`config.mk`:
```
export PLATFORM = sky130hd
export DESIGN_NAME = dac_spi_arbiter
export DESIGN_NICKNAME = d
export VERILOG_FILES = /design/src/rtl/dac_spi_arbiter.sv
export SDC_FILE = /design/constraint.sdc
export NUM_CORES = 1
export LEC_CHECK = 0
export ABC_CLOCK_PERIOD_IN_PS = 1900
export CAP_MARGIN = 20
export CORE_MARGIN = 2
export CORE_UTILIZATION = 40
export DETAILED_ROUTE_END_ITERATION = 6
export GPL_TIMING_DRIVEN = 0
export PLACE_DENSITY = 0.75
export RECOVER_POWER = 50
export REMOVE_ABC_BUFFERS = 1
export SYNTH_ARGS = -nofsm -noshare
export SYNTH_HDL_FRONTEND = slang
export SYNTH_SLANG_ARGS = --single-unit
```
`constraint.sdc`:
```
create_clock -name clk -period 1.9 [get_ports clk]
set_input_delay 0.285 -clock clk [delete_from_list [all_inputs] [get_ports clk]]
set_output_delay 0.285 -clock clk [all_outputs]
set_load 0.03 [all_outputs]
```
`src/rtl/dac_spi_arbiter.sv`:
```
// Arbitrates one DAC SPI master between the scan stream (req0, priority) and the config path (req1).
// Latency: a request sampled in IDLE at cycle N gives spi_start and ack at N+1; start spacing is 4 + busy length.
// Backpressure: requesters hold req/data until ack; no launch while spi_busy is high in IDLE.
// Optional watchdog on the SPI busy handshake: define DAC_SPI_ARB_TIMEOUT_EN.
module dac_spi_arbiter #(
  parameter int DATA_W      = 24,
  parameter int STARVE_MAX  = 8,
  parameter int TIMEOUT_CYC = 1024
) (
  input  logic              clk,
  input  logic              rst,
  input  logic              req0,
  input  logic [DATA_W-1:0] data0,
  output logic              ack0,
  input  logic              req1,
  input  logic [DATA_W-1:0] data1,
  output logic              ack1,
  output logic              spi_start,
  output logic [DATA_W-1:0] spi_data,
  input  logic              spi_busy,
  output logic              grant_id,
  output logic              active,
  output logic              timeout_err
);

  // Reject parameter values the 8-bit starvation counter / 16-bit watchdog cannot represent.
  if (STARVE_MAX < 1 || STARVE_MAX > 255) begin : g_bad_starve_max
    $error("dac_spi_arbiter: STARVE_MAX must be in 1..255");
  end
  if (TIMEOUT_CYC < 1 || TIMEOUT_CYC > 65535) begin : g_bad_timeout_cyc
    $error("dac_spi_arbiter: TIMEOUT_CYC must be in 1..65535");
  end

  typedef enum logic [1:0] {
    IDLE      = 2'd0,
    LAUNCH    = 2'd1,
    WAIT_BUSY = 2'd2,
    WAIT_DONE = 2'd3
  } state_t;

  state_t     state;
  state_t     state_nxt;
  logic [7:0] starve_cnt;
  logic       starve_hit;
  logic       launch_ok;
  logic       pick1;
  logic       wd_expire;

  // The config path wins when scan is idle or once scan has had STARVE_MAX grants in a row.
  assign starve_hit = (starve_cnt == 8'(STARVE_MAX));
  assign pick1      = req1 && (!req0 || starve_hit);
  // A busy master left over from before a reset blocks new launches until it finishes.
  assign launch_ok  = (state == IDLE) && (req0 || req1) && !spi_busy;

  // State register.
  always_ff @(posedge clk) begin
    if (rst) begin
      state <= IDLE;
    end else begin
      state <= state_nxt;
    end
  end

  // Next-state logic: launch, then follow the busy rise and fall of the SPI master.
  always_comb begin
    state_nxt = state;
    case (state)
      IDLE: begin
        if (launch_ok) state_nxt = LAUNCH;
      end
      LAUNCH: begin
        state_nxt = WAIT_BUSY;
      end
      WAIT_BUSY: begin
        if (wd_expire)     state_nxt = IDLE;
        else if (spi_busy) state_nxt = WAIT_DONE;
      end
      WAIT_DONE: begin
        if (wd_expire || !spi_busy) state_nxt = IDLE;
      end
      default: state_nxt = IDLE;
    endcase
  end

  // Output decode: start and the winner's ack pulse in LAUNCH, active for the whole transfer.
  always_comb begin
    spi_start = 1'b0;
    ack0      = 1'b0;
    ack1      = 1'b0;
    active    = 1'b0;
    case (state)
      LAUNCH: begin
        spi_start = 1'b1;
        active    = 1'b1;
        ack0      = !grant_id;
        ack1      = grant_id;
      end
      WAIT_BUSY, WAIT_DONE: begin
        active = 1'b1;
      end
      default: begin
        active = 1'b0;
      end
    endcase
  end

  // Capture the winner's word and identity, and track how long req1 has been passed over.
  always_ff @(posedge clk) begin
    if (rst) begin
      spi_data   <= '0;
      grant_id   <= 1'b0;
      starve_cnt <= '0;
    end else if (state == IDLE) begin
      if (launch_ok) begin
        spi_data <= pick1 ? data1 : data0;
        grant_id <= pick1;
      end
      if (!req1) begin
        starve_cnt <= '0;
      end else if (launch_ok) begin
        if (pick1)            starve_cnt <= '0;
        else if (!starve_hit) starve_cnt <= starve_cnt + 8'd1;
      end
    end
  end

`ifdef DAC_SPI_ARB_TIMEOUT_EN
  logic [15:0] wd_cnt;
  logic        timeout_q;
  logic        in_wait;

  assign in_wait     = (state == WAIT_BUSY) || (state == WAIT_DONE);
  assign wd_expire   = in_wait && (wd_cnt == 16'(TIMEOUT_CYC - 1));
  assign timeout_err = timeout_q;

  // Watchdog: count cycles waiting on the master; expiry aborts the wait and latches the error.
  always_ff @(posedge clk) begin
    if (rst) begin
      wd_cnt    <= '0;
      timeout_q <= 1'b0;
    end else begin
      if (in_wait) wd_cnt <= wd_cnt + 16'd1;
      else         wd_cnt <= '0;
      if (wd_expire) timeout_q <= 1'b1;
    end
  end
`else
  assign wd_expire   = 1'b0;
  assign timeout_err = 1'b0;
`endif

endmodule

```
# After elaboration in Yosys (flattened, before gate mapping)
# Cells that the tools add are included.
[word_totals] regBits=35 in_bits=53 output_inout_bits=30
[op_classes] add_sub_neg=1 n_eq_ne=9 n_mux=13 reduce_logical=13
[ops] operator="$mux 8" n=4
[ops] operator="$mux 24" n=1
[ops] operator="$add 8x1->8 const B" n=1
[ops] operator="$eq 8x4->1 const B" n=1
[ops] operator="$pmux 2 s4" n=1
[ops] operator="$mux 2" n=3
[ops] operator="$ne 2x2->1 const B" n=3
[ops] operator="$reduce_and 3->1" n=2
[ops] operator="$eq 2x2->1 const B" n=2
[ops] operator="$mux 1" n=4
[ops] operator="$logic_and 1x1->1" n=3
[ops] operator="$logic_not 1->1" n=3
[ops] operator="$ne 3x2->1 const B" n=1
[ops] operator="$reduce_or 3->1" n=1
[ops] operator="$eq 2x1->1 const B" n=1
[ops] operator="$logic_not 2->1" n=1
[ops] operator="$logic_or 1x1->1" n=2
[ops] operator="$ne 2x1->1 const B" n=1
[ops] operator="$reduce_and 2->1" n=1

# Longest topological paths before layout
# Gate-level depths: netlist of run 1.
[depth] depth_word=6 ltp_mapped=7 depth_no_buf=6

# Least setup slack after synthesis of run 1
# No wires, ideal clock.
[synth_path] path_kind="flip-flop to flip-flop" from="register state[0]" to="register spi_data[0]" setup_time_ns=0.086 arrival_time_ns=1.573 required_ns=1.814 path_slack_ns=0.241 path_stages_with_launch=8 path_buffers=1 period_less_slack_ns=1.659 cell_sequence="dfxtp_1 -> inv_1 -> ha_1 -> inv_1 -> nor3_4 -> buf_2 -> nor2_1 -> a211oi_1"
[synth_between] elab_chain_len=4
[synth_rtl] item="start: declaration" line="41" text="state_t state;"
[synth_rtl] item="start signal: assignment" line="60" text="state <= state_nxt;"
[synth_rtl] item="$logic_not 2->1 (*)" line="53, 113"
[synth_rtl] item="$logic_and 1x1->1 (2 in series)" line="53" text="assign launch_ok = (state == IDLE) && (req0 || req1) && !spi_busy;"
[synth_rtl] item="$reduce_and 2->1 (no line) (*)"
[synth_rtl] item="end signal: assignment" line="115" text="spi_data <= pick1 ? data1 : data0;"
[synth_rtl] item="end: declaration" line="19" text="output logic [DATA_W-1:0] spi_data,"
# Mark *: on every way between the ends. The rest lies on a longest branch, timed or not.
# A chain may end at the register's enable or synchronous reset.

# Worst setup path in the final report of run 1
[layout_path] from="input port req1" to="register spi_data[8]"
[layout_between] elab_chain_len=4
[layout_rtl] item="start: declaration" line="15" text="input logic req1,"
[layout_rtl] item="$logic_or 1x1->1" line="53"
[layout_rtl] item="$logic_and 1x1->1 (2 in series)" line="53"
[layout_rtl] item="$reduce_and 2->1 (no line)"
# Several ways; a longest one is shown, not always the timed one.

==> flow_metrics.py, run 1 <==
metrics = {
    "global_routing": {
        "grt_pass1_wl_um": 7560,
        "antenna_found_initial": 0,
        "grt_max_degree": 26,
        "grt_pass1_vias": 1664,
        "overflow": 0,
        "grt_usage_pct": 18.9,
    },
    "drt": {
        "drt_wl_total_um": 4970,
        "viasPerCell": 5.11,
        "vias": 1777,
        "dr.first_iter.drc_count": 84,
        "antenna_left": 0,
        "wl_per_cell_um": 14.3,
        "drc": 0,
        "drt-pass1-iter-count": 4,
    },
    "worst_setup_path": {
        "rr_worst_depth": 6,
        "cp-startpoint": "req1",
        "crit_path_start_kind": "input pin",
        "cp_cell_sequence": "clkdlybuf4s50_1 -> and4bb_4 -> a21o_4 -> a21oi_1 -> a211oi_1",
        "reg2reg_setup_slack_ns": 0.12,
        "critPathMaxFanout": 25,
        "crit_type": "in2reg",
        "critPathArrivalTime_ns": 1.99,
        "crit_slowest_cell": "clkdlybuf4s50_1",
        "endpoint_kind": "flip-flop",
        "rr_endpoint": "spi_data[8]$_SDFFE_PP0P_",
        "worstPathRequired_ns": 2.08,
        "critPathMaxStageDelay_ns": 0.69,
        "crit_end": "spi_data[8]$_SDFFE_PP0P_",
        "r2r_start": "starve_cnt[1]$_SDFFE_PP0P_",
    },
    "place": {
        "gp_congestion": 0.852,
        "placedCellCount": 334,
        "port_buffers": 81,
        "dp.final_hpwl_um": 3300,
        "place_ws_ns": -0.392,
    },
    "logic_synthesis": {
        "syn_area_per_cell_um2": 8.51,
        "synthArstFlopShare_pct": 0,
        "ys_seq_elements": 35,
        "synth_cell_types": 38,
        "synth_area_mm2": 0.00180,
        "synth-main-ff-cell": "dfxtp_1",
        "ys_warn_count": 0,
        "synth_edf_count": 0,
        "synthCells": 212,
        "ys_seq_area_share_pct": 38.8,
    },
    "cells_and_area": {
        "num-fill-cells": 368,
        "n_antenna_cell": 0,
        "drive_gt1_share_pct": 10.5,
        "final_cells": 348,
        "nets": 355,
        "area_delta_synth_final_pct": 56.1,
        "layout_common_cells": "51 x clkdlybuf4s50_1, 36 x nor2_1, 35 x dfxtp_1",
        "multi_input_area_mm2": 0.00102,
        "fin_util_pct": 64.7,
        "layout_commonest_cell": "clkdlybuf4s50_1",
        "seq_area_um2": 701,
    },
    "power": {
        "ir_drop_mv": 0.525,
        "power_density_mw_per_mm2": 1140,
        "p_leak_nw": 1.16,
        "totalPowerFinal_mw": 3.20,
    },
    "sta": {
        "relSlewSlack_pct": 52.9,
        "tightest_slew_ns": 0.704,
        "fmax_mhz": 552,
        "rsz0062_at_grt": "false",
        "period_needed_ns": 1.81,
        "finClkSkew_ns": 0.00464,
        "setup_violations": 0,
        "hold_violations": 0,
        "fin_crit_sh_pct": 95.4,
        "maxSlewViolCount": 0,
        "hold_slack_ns": 0.495,
        "fin_ws_ns": 0.0870,
    },
    "cts": {
        "htreeDepth": 2,
        "cts_buffers": 5,
        "cts_tree": "done",
        "clock-root-buffer": "clkbuf_8",
        "clkLatencyLatePin_ns": 0.28,
        "clockBufferDepth": 2,
        "clk_pin_slew_ns": 0.07,
        "numClockSinks": 35,
    },
    "run_status": {
        "status": "completed",
    },
    "floorplanning": {
        "rows": 24,
        "dieHeight_um": 71.2,
        "core_mm2": 0.00435,
        "die-area_mm2": 0.00506,
        "io-pin-count": 83,
        "dieWidth_um": 71.2,
        "start_util_pct": 41.4,
    },
    "worst_hold_path": {
        "hold_path.class": "reg2reg",
        "min_path_cells": 2,
    },
    "job": {
        "max-cap-violations": 0,
    },
}
stage by stage:
step	setup TNS, ns	area (µm²)
floorplan	0	1710
global placement	-24.66	2580
detailed placement	-8.72	2650
CTS	0	2740
global route	0	2820
finish	0	2820
per-layer routing:
metal / global-route usage, % / wire length, µm / up-vias
li1: - / - / 905
met1: 23.0 / 2170 / 815
met2: 31.9 / 2470 / 50
met3: 4.99 / 247 / 7
met4: 7.34 / 76 / 0
met5: 0 / 0 / -
logic make-up after synthesis:
family	count (synthesis)	share of synthesized area [%]
DFF	35	38.8
adders and majority gates	7	4.85
AOI/OAI and AO/OA	64	25.4
muxes	1	0.555
xor gates and xnor gates	7	3.40
other	1	0.208
buffers and inverters	20	6.59
and+or+nand+nor	77	20.2
cell usage after synthesis, drive strengths merged, types with 2 or more instances:
cell | instances | area share, %
xor2 | 6 | 2.9
a211oi | 24 | 11
nor2 | 36 | 7.5
o21ai | 2 | 0.55
dfxtp | 35 | 39
nand4 | 3 | 1.0
inv | 6 | 1.2
nor2b | 3 | 1.0
ha | 7 | 4.9
clkbuf | 2 | 0.42
a21o | 2 | 1.2
buf | 12 | 4.9
a21boi | 2 | 1.0
nand2 | 27 | 5.6
a21oi | 29 | 8.3
nand3 | 2 | 0.55
flip-flops by register name, summed over array words and instances, names as in the netlist:
name and cells:
starve_cnt 8, spi_data 24, grant_id 1, state 2
power by group:
| part | leakage (nW) | total, mW | internal, mW | switching (mW) |
|---|---|---|---|---|
| Clock | 0.0422 | 0.505 | 0.257 | 0.248 |
| Sequential | 0.287 | 0.998 | 0.903 | 0.0949 |
| Combinational | 0.832 | 1.70 | 0.717 | 0.981 |
| Total | 1.16 | 3.20 | 1.88 | 1.32 |
how the worst min path moves through the flow:
| stage | end | slack (ns) | startpoint |
|---|---|---|---|
| floorplan | spi_data[17]$_SDFFE_PP0P_ | 0.35 | rst |
| global placement | spi_data[6]$_SDFFE_PP0P_ | 0.49 | spi_data[6]$_SDFFE_PP0P_ |
| detailed placement | spi_data[18]$_SDFFE_PP0P_ | 0.49 | spi_data[18]$_SDFFE_PP0P_ |
| CTS | spi_data[20]$_SDFFE_PP0P_ | 0.50 | spi_data[20]$_SDFFE_PP0P_ |
| global route | spi_data[16]$_SDFFE_PP0P_ | 0.52 | spi_data[16]$_SDFFE_PP0P_ |
| finish | spi_data[18]$_SDFFE_PP0P_ | 0.49 | spi_data[18]$_SDFFE_PP0P_ |
cell type report:
| cell class | count | share of cell area [%] |
|---|---|---|
| inverter | 6 | 0.888 |
| sequential | 35 | 24.9 |
| clock buffer | 7 | 2.71 |
| timing repair buffer | 89 | 32.7 |
| clock inverter | 1 | 0.178 |
| multi-input combinational | 158 | 36.3 |
| tap | 52 | 2.31 |
worst max-delay path, delay by kind of cell:
kind | cells | cell delay, ns
buf+inv | 1 | 0.69
compound gates | 3 | 0.67
simple gates | 1 | 0.33
repair_timing:
item                                    in CTS  in global routing
endpoints found under the setup margin      27                 22
gates cloned                                 1                  0
hold buffers                                 0                  0
buffers inserted                             0                  5
pin swaps                                    1                  2
resized for setup                            8                  5
Power figures use the tool's default switching activity.
==> inputs of run 2 (changes only) <==
--- a/config.mk
+++ b/config.mk
@@ -7,11 +7,11 @@
 export LEC_CHECK = 0
 export ABC_CLOCK_PERIOD_IN_PS = 1900
 export CAP_MARGIN = 20
-export CORE_MARGIN = 2
-export CORE_UTILIZATION = 40
+export CORE_MARGIN = 3
+export CORE_UTILIZATION = 25
 export DETAILED_ROUTE_END_ITERATION = 6
 export GPL_TIMING_DRIVEN = 0
-export PLACE_DENSITY = 0.75
+export PLACE_DENSITY = 0.5
 export RECOVER_POWER = 50
 export REMOVE_ABC_BUFFERS = 1
 export SYNTH_ARGS = -nofsm -noshare
==> flow_metrics.py, run 2 (synthesized netlist as in run 1, its figures left out) <==
metrics = {
    "global_routing": {
        "grt_usage_pct": 13.1,
        "grt_pass1_vias": 1717,
        "antenna_found_initial": 0,
        "grt_max_degree": 26,
        "overflow": 0,
        "grt_pass1_wl_um": 8730,
    },
    "drt": {
        "viasPerCell": 4.54,
        "dr_wl_met2_um": 2790,
        "antenna_left": 0,
        "wl_met1_um": 2330,
        "top_layer": "met4",
        "drc": 0,
        "wl_met3_um": 372,
        "drt_wl_total_um": 5510,
        "wl_per_cell_um": 14.2,
        "dr.first_iter.drc_count": 41,
        "drt-pass1-iter-count": 4,
        "vias": 1767,
    },
    "cells_and_area": {
        "layout_commonest_cell": "clkdlybuf4s50_1",
        "reg_top3": "spi_data (24), starve_cnt (8), state (2)",
        "layout_common_cells": "49 x clkdlybuf4s50_1, 36 x nor2_1, 35 x dfxtp_1",
        "largest_register_ffs": 24,
        "fin_util_pct": 42.1,
        "area_delta_synth_final_pct": 61.0,
        "n_antenna_cell": 0,
        "drive_gt1_share_pct": 10.2,
        "nets": 352,
        "regMostFlops": "spi_data",
    },
    "cts": {
        "cts_tree": "done",
        "cts_buffers": 5,
        "clk_pin_slew_ns": 0.07,
        "numClockSinks": 35,
        "clkLatencyLatePin_ns": 0.28,
        "clock-root-buffer": "clkbuf_8",
        "clockBufferDepth": 2,
        "htreeDepth": 2,
    },
    "power": {
        "ir_drop_mv": 0.354,
        "p_leak_nw": 1.18,
        "power_density_mw_per_mm2": 1140,
    },
    "worst_setup_path": {
        "cp_cell_sequence": "inv_1 -> ha_1 -> inv_4 -> clkdlybuf4s15_2",
        "reg2reg_setup_slack_ns": 0.14,
        "critPathArrivalTime_ns": 1.51,
        "crit_end": "active",
        "critPathMaxFanout": 6,
        "crit_slowest_cell": "dfxtp_1",
        "crit_path_start_kind": "flip-flop",
        "endpoint_kind": "output pin",
        "crit_type": "reg2out",
        "worstPathRequired_ns": 1.62,
        "rr_worst_depth": 6,
        "critPathMaxStageDelay_ns": 0.39,
        "cp-startpoint": "state[0]$_SDFFE_PP0P_",
        "rr_endpoint": "spi_data[19]$_SDFFE_PP0P_",
        "r2r_start": "starve_cnt[0]$_SDFFE_PP0P_",
    },
    "floorplanning": {
        "dieWidth_um": 91.0,
        "core_mm2": 0.00691,
        "dieHeight_um": 91.0,
        "die-area_mm2": 0.00827,
        "start_util_pct": 26.1,
        "rows": 30,
        "io-pin-count": 83,
    },
    "sta": {
        "relSlewSlack_pct": 58.6,
        "maxSlewViolCount": 0,
        "tightest_slew_ns": 0.621,
        "setup_violations": 0,
        "period_needed_ns": 1.80,
        "rsz0062_at_grt": "false",
        "finClkSkew_ns": 0.00493,
        "hold_slack_ns": 0.496,
        "hold_violations": 0,
        "fmax_mhz": 557,
        "fin_crit_sh_pct": 94.5,
    },
    "worst_hold_path": {
        "hold_path.class": "reg2reg",
    },
    "run_status": {
        "status": "completed",
    },
    "place": {
        "gp_congestion": 0.721,
        "dp.final_hpwl_um": 3750,
        "port_buffers": 81,
    },
    "job": {
        "max-cap-violations": 0,
    },
}
run 2: cell count changes in the layout (fill, tap and decap cells not counted), moves of 2 or more:
cell | previous run | this run
buf_8 | 2 | 0
clkdlybuf4s50_1 | 51 | 49
buf_16 | 1 | 3
buf_4 | 3 | 0
clkbuf_8 | 5 | 7
clkbuf_1 | 3 | 1
run 2: layout make-up:
| cell class | instances | area (µm²) |
|---|---|---|
| fillers | 721 | 4000 |
| multi-input cells | 158 | 1030 |
| repair buffers | 86 | 932 |
| flip-flops and latches | 35 | 701 |
| well taps | 96 | 120 |
| clock buffers | 8 | 100 |
| inverters | 6 | 25.0 |
run 2: worst max-delay path, delay by kind of cell (launching register included):
family,cells,cell delay (ns)
flops,1,0.39
fa+ha+maj,1,0.29
buf+inv,3,0.55
run 2: what timing repair did:
item	in CTS	in global routing
hold buffers	0	0
gates resized for setup	9	7
pin swaps	1	3
gates cloned	1	0
hold endpoints to repair	0	0
buffers inserted	0	2
endpoints found under the setup margin	28	23
run 2: stage by stage:
| step | total power, mW | cells | setup slack [ns] | TNS [ns] | cell area (µm²) |
|---|---|---|---|---|---|
| after global routing | 3.55 | 389 | 0.00000200 | 0 | 2910 |
| after CTS | 3.32 | 387 | 0.00512 | 0 | 2840 |
| after global placement | 2.64 | 375 | -1.10 | -29.33 | 2640 |
| final | 3.31 | 389 | 0.104 | 0 | 2910 |
| after detailed placement | 2.69 | 378 | -0.467 | -10.46 | 2730 |
| after floorplan | 2.00 | 198 | 0.0792 | 0 | 1710 |
run 2: power breakdown:
part / total, mW / switching, mW / internal [mW]
sequential: 0.997 / 0.0948 / 0.902
combinational: 1.71 / 0.993 / 0.721
clock: 0.600 / 0.268 / 0.331
run 2: worst min path at each step:
stage | from | to | slack, ns | cells past startpoint
2_1_floorplan | rst | spi_data[17]$_SDFFE_PP0P_ | 0.35 | 1
3_3_place_gp | spi_data[9]$_SDFFE_PP0P_ | spi_data[9]$_SDFFE_PP0P_ | 0.49 | 2
3_5_place_dp | spi_data[7]$_SDFFE_PP0P_ | spi_data[7]$_SDFFE_PP0P_ | 0.49 | 2
4_1_cts | spi_data[7]$_SDFFE_PP0P_ | spi_data[7]$_SDFFE_PP0P_ | 0.50 | 2
5_1_grt | spi_data[7]$_SDFFE_PP0P_ | spi_data[7]$_SDFFE_PP0P_ | 0.53 | 2
6_report | spi_data[1]$_SDFFE_PP0P_ | spi_data[1]$_SDFFE_PP0P_ | 0.50 | 2
run 2: routing by layer:
| layer | GRT usage [%] | vias to the layer above |
|---|---|---|
| li1 | - | 901 |
| met1 | 14.9 | 815 |
| met2 | 23.7 | 49 |
| met3 | 4.31 | 2 |
| met4 | 3.02 | 0 |
| met5 | 0 | - |
